File: src/rtl/pcie_out_arbiter.sv
// Packet-granularity round-robin arbiter sharing one PCIe output channel among N_REQ requesters.
// Optional mid-packet starvation watchdog enabled by defining PCIE_ARB_WATCHDOG_EN.
module pcie_out_arbiter #(
  parameter int WIDTH       = 64,
  parameter int N_REQ       = 4,
  parameter int WDOG_CYCLES = 1024
) (
  input  logic                       i_clock,
  input  logic                       i_reset,
  input  logic [N_REQ-1:0]           i_req_valid,
  output logic [N_REQ-1:0]           o_req_ready,
  input  logic [N_REQ*WIDTH-1:0]     i_req_bits,
  input  logic [N_REQ-1:0]           i_req_last,
  output logic                       o_pcie_out_valid,
  input  logic                       i_pcie_out_ready,
  output logic [WIDTH-1:0]           o_pcie_out_bits,
  output logic                       o_pcie_out_last,
  output logic [$clog2(N_REQ)-1:0]   o_grant_id,
  output logic                       o_busy,
  output logic                       o_wdog_err
);

  localparam int GW = $clog2(N_REQ);
  localparam logic [0:0] ST_IDLE = 1'b0;
  localparam logic [0:0] ST_BUSY = 1'b1;

  if (N_REQ < 2) begin : g_chk_nreq
    $error("pcie_out_arbiter: N_REQ must be at least 2");
  end
  if (WDOG_CYCLES < 1) begin : g_chk_wdog
    $error("pcie_out_arbiter: WDOG_CYCLES must be at least 1");
  end

  logic [0:0]       r_state;
  logic [GW-1:0]    r_grant;
  logic [GW-1:0]    r_rr_ptr;
  logic [GW-1:0]    w_sel;
  logic [GW-1:0]    w_idx;
  logic             w_busy;
  logic             w_valid_g;
  logic             w_last_g;
  logic [WIDTH-1:0] w_bits_g;
  logic             w_done;
  logic             w_abort;

  assign w_busy = (r_state == ST_BUSY);

  // Search from rr_ptr+1 with wrap; walking farthest-to-nearest lets the nearest hit win.
  always_comb begin
    w_sel = '0;
    w_idx = '0;
    for (int k = N_REQ; k >= 1; k--) begin
      w_idx = GW'((int'(r_rr_ptr) + k) % N_REQ);
      if (i_req_valid[w_idx]) w_sel = w_idx;
    end
  end

  always_comb begin
    w_valid_g   = 1'b0;
    w_last_g    = 1'b0;
    w_bits_g    = '0;
    o_req_ready = '0;
    for (int i = 0; i < N_REQ; i++) begin
      if (r_grant == GW'(i)) begin
        w_valid_g = i_req_valid[i];
        w_last_g  = i_req_last[i];
        w_bits_g  = i_req_bits[i*WIDTH +: WIDTH];
        o_req_ready[i] = w_busy & i_pcie_out_ready;
      end
    end
  end

  assign o_pcie_out_valid = w_busy & w_valid_g;
  assign o_pcie_out_last  = w_busy & w_last_g;
  assign o_pcie_out_bits  = w_busy ? w_bits_g : '0;
  assign o_grant_id       = r_grant;
  assign o_busy           = w_busy;
  assign w_done           = o_pcie_out_valid & i_pcie_out_ready & o_pcie_out_last;

`ifdef PCIE_ARB_WATCHDOG_EN
  localparam int CW = $clog2(WDOG_CYCLES + 1);
  logic [CW-1:0] r_wdog_cnt;
  logic          r_wdog_err;

  assign w_abort    = w_busy & ~w_done & (r_wdog_cnt == CW'(WDOG_CYCLES));
  assign o_wdog_err = r_wdog_err;

  // Only an absent requester counts; downstream backpressure never does.
  always_ff @(posedge i_clock or posedge i_reset) begin
    if (i_reset) begin
      r_wdog_cnt <= '0;
      r_wdog_err <= 1'b0;
    end else begin
      if (!w_busy || w_valid_g)
        r_wdog_cnt <= '0;
      else if (r_wdog_cnt != CW'(WDOG_CYCLES))
        r_wdog_cnt <= r_wdog_cnt + CW'(1);
      if (w_abort) r_wdog_err <= 1'b1;
    end
  end
`else
  assign w_abort    = 1'b0;
  assign o_wdog_err = 1'b0;
`endif

  always_ff @(posedge i_clock or posedge i_reset) begin
    if (i_reset) begin
      r_state  <= ST_IDLE;
      r_grant  <= '0;
      r_rr_ptr <= GW'(N_REQ - 1);
    end else begin
      case (r_state)
        ST_IDLE: begin
          if (|i_req_valid) begin
            r_grant <= w_sel;
            r_state <= ST_BUSY;
          end
        end
        default: begin
          if (w_done || w_abort) begin
            r_rr_ptr <= r_grant;
            r_state  <= ST_IDLE;
          end
        end
      endcase
    end
  end

endmodule

File: config.mk
export PLATFORM = sky130hd
export DESIGN_NAME = pcie_out_arbiter
export DESIGN_NICKNAME = d
export VERILOG_FILES = /design/src/rtl/pcie_out_arbiter.sv
export SDC_FILE = /design/constraint.sdc
export NUM_CORES = 1
export LEC_CHECK = 0
export ABC_AREA = 1
export CORE_AREA = 2 2 134 136
export CTS_CLUSTER_DIAMETER = 100
export DETAILED_ROUTE_END_ITERATION = 16
export DIE_AREA = 0 0 136 138
export GPL_TIMING_DRIVEN = 0
export PLACE_DENSITY = 0.55
export SETUP_SLACK_MARGIN = 0.3
export SLEW_MARGIN = 20
export SYNTH_ARGS = -nofsm -noshare
export SYNTH_HDL_FRONTEND = slang
export SYNTH_SLANG_ARGS = --single-unit
File: constraint.sdc
create_clock -name i_clock -period 1.4 [get_ports i_clock]
set_clock_uncertainty 0.15 [all_clocks]
set_input_delay 0.14 -clock i_clock [delete_from_list [all_inputs] [get_ports i_clock]]
set_output_delay 0.14 -clock i_clock [all_outputs]
set_load 0.02 [all_outputs]
==> flow_summary.toml, run 1 <==
[status]
violations = "setup timing"
status = "finished, violations left"

[placed_design]
dpl-instance-area_um2 = 6550
dp_hpwl_um = 15000
gp_congestion = 0.830
pre_cts_ws_ps = -1110
io_buffers = 339

[clocking]
insertion_delay_ps = 230
cts.sinks = 5
numCtsBuffers = 3
cts.htree.levels = 1
cts_buffer_depth = 2
clk_pin_slew_ps = 30
cts_tree = "done"
root_buffer = "clkbuf_16"

[min_path]
hold_path_class = "reg -> reg"

[yosys]
yosys_warnings = 0
ys_seq_area_share_pct = 4.95
synth_common_cells = "nand2_1 (110), inv_1 (82), nand3_1 (79), o21ai_0 (65), o211ai_1 (35)"
synth_top_area_share_pct = 16.0
synth.avg_cell_area_um2 = 5.10
synth_area_um2 = 2580
ys.flop_type = "dfrtp_1"
synth-seq-cells = 5
synth_edf_count = 0
synth_fp_nets = 772
yosysTopAreaCell = "nand2_1"
ys_types = 21
async_flop_share_pct = 100
synthTopCellsByArea = "nand2_1 (16%), nand3_1 (15%), o21ai_0 (13%), inv_1 (12%), o211ai_1 (10%)"
synthCells = 505
synth_most_common_cell = "nand2_1"

[cells_and_area]
syn_to_final_growth_pct = 214
postLayoutCellArea_um2 = 8100
nets = 1145
diodes = 0
drive_above_1_share_pct = 41.3

[global_route]
grt_antenna_before_repair = 0
grt_first_pass_wirelength_um = 27200
grt_pass1_vias = 4957
grt_max_degree = 11
grt_use_total_pct = 18.6
grt_overflow = 0

[setup_path]
reg2reg_slack_ps = -420
crit_arrival_ps = 1780
crit_path_max_fanout = 10
crit_type = "reg -> out"
cp.required_ps = 1110
cp-end-kind = "output port"
startpoint_type = "flop"

[route]
via_count = 5027
viasPerCell = 4.55
drt_drc_violations_left = 0
ant_nets = 0
wire_per_inst_um = 18.1
routed-wl-met3_um = 1750
wl_met2_um = 10600
firstDrtPassIters = 4
highest_layer = "met4"
drt_iter0_drc = 143
wl_um = 20000
wl_met1_um = 7340

[floorplan]
initial_core_util_pct = 14.7
fp.dieH_um = 138
core_area_um2 = 17500
die_w_um = 136
rows = 49
ioPinCount = 341
die_area_um2 = 18800

[timing]
min_period_over_period_pct = 148
finalSetupViolCount = 75
period_minus_slack_ps = 2070
hold_ws_ps = 371
hold_viol = 0
drv_slew = 0
clock.fmax_ghz = 0.483
setup_slack_ps = -670
rsz0062_at_grt = "yes"

[pwr]
leakage_nw = 3.48
power.density_nw_per_um2 = 2230
ir_worst_vdd_mv = 1.02

[job]
max_cap_viol_count = 0
[sequential cells by signal, summed over array words and instances, names as in the netlist]
name	cells
o_busy	1
o_grant_id	2
r_rr_ptr	2
[worst paths after layout]
kind / start / endpoint / cells past startpoint
min: r_rr_ptr[1] / r_rr_ptr[1] / 2
min in group asynchronous: i_reset / o_busy / 3
max: o_grant_id[0] / o_pcie_out_bits[6] / 8
max in group asynchronous: i_reset / r_rr_ptr[1] / 3
min reg2reg: r_rr_ptr[1] / r_rr_ptr[1] / 2
max reg2reg: o_grant_id[1] / o_busy / 11
[final cells by class]
type	instances	area, um2
timing repair buffer	368	3790
tap	229	287
buffer	48	532
sequential	5	131
clock buffer	4	78.8
fill	1762	9440
inverter	86	343
multi-input combinational	366	2940
[stage by stage]
step	util, %	setup TNS (ps)	total power, W	cells
floorplan	-	-13090	0.00787	505
global placement	37.3	-66140	0.0135	1073
detailed placement	37.3	-66600	0.0135	1073
CTS	41.4	-41730	0.0160	1095
global route	46.2	-47030	0.0191	1106
finish	46.2	-41660	0.0181	1106
[power by group]
group / internal, W / switching (W) / total [W]
logic: 0.00797 / 0.00926 / 0.0172
registers: 0.000242 / 0.000122 / 0.000363
clock network: 0.000377 / 0.0000904 / 0.000467
total: 0.00859 / 0.00947 / 0.0181
[layer usage]
metal  global-route usage, %  up-vias
met2                    36.1      239
met4                    3.13        0
met5                       0        -
met3                    4.44       19
li1                        -     2483
met1                    20.3     2286
[worst max-delay path, stage by stage (launching register included)]
cell      delay, ps
dfrtp_2         400
buf_8           150
buf_4           140
buf_2           190
o21ai_0         280
nand3_2          90
o211ai_1        120
inv_2            60
buf_6           130
[cell families (layout without fill, tap and decap cells)]
| logic type | after synthesis | in the layout | synth area share (%) |
|---|---|---|---|
| AOI/OAI and AO/OA | 165 | 165 | 39.7 |
| buffers and inverters | 134 | 506 | 21.6 |
| DFF | 5 | 5 | 4.95 |
| other | 1 | 1 | 0.146 |
| and+or+nand+nor | 200 | 200 | 33.6 |
[cell usage in the layout (no fill, tap or decap), drive strengths merged, types with 2 or more instances in the layout]
master	synthesis	layout
dfrtp	3	3
nand2	110	110
nor2	9	9
inv	86	86
buf	29	125
dfstp	2	2
clkbuf	19	26
clkdlybuf4s50	0	266
o221ai	29	29
nand3	80	80
a21oi	29	29
o21ai	71	71
o211ai	35	35
[timing repair]
action,in CTS,in global routing
endpoints found under the hold margin,3,0
pin swaps,11,20
gates resized for setup,509,181
setup buffers,15,7
hold buffers,1,0
cloned,2,4
endpoints found under the setup margin,78,80
No activity file was read; power rests on OpenSTA's default activity.
==> inputs of run 2 (changes only) <==
ABC_CLOCK_PERIOD_IN_PS = 1400   (was unset)
==> results of run 2 <==
No change in the layout: final DEF, timing and power equal those of run 1.
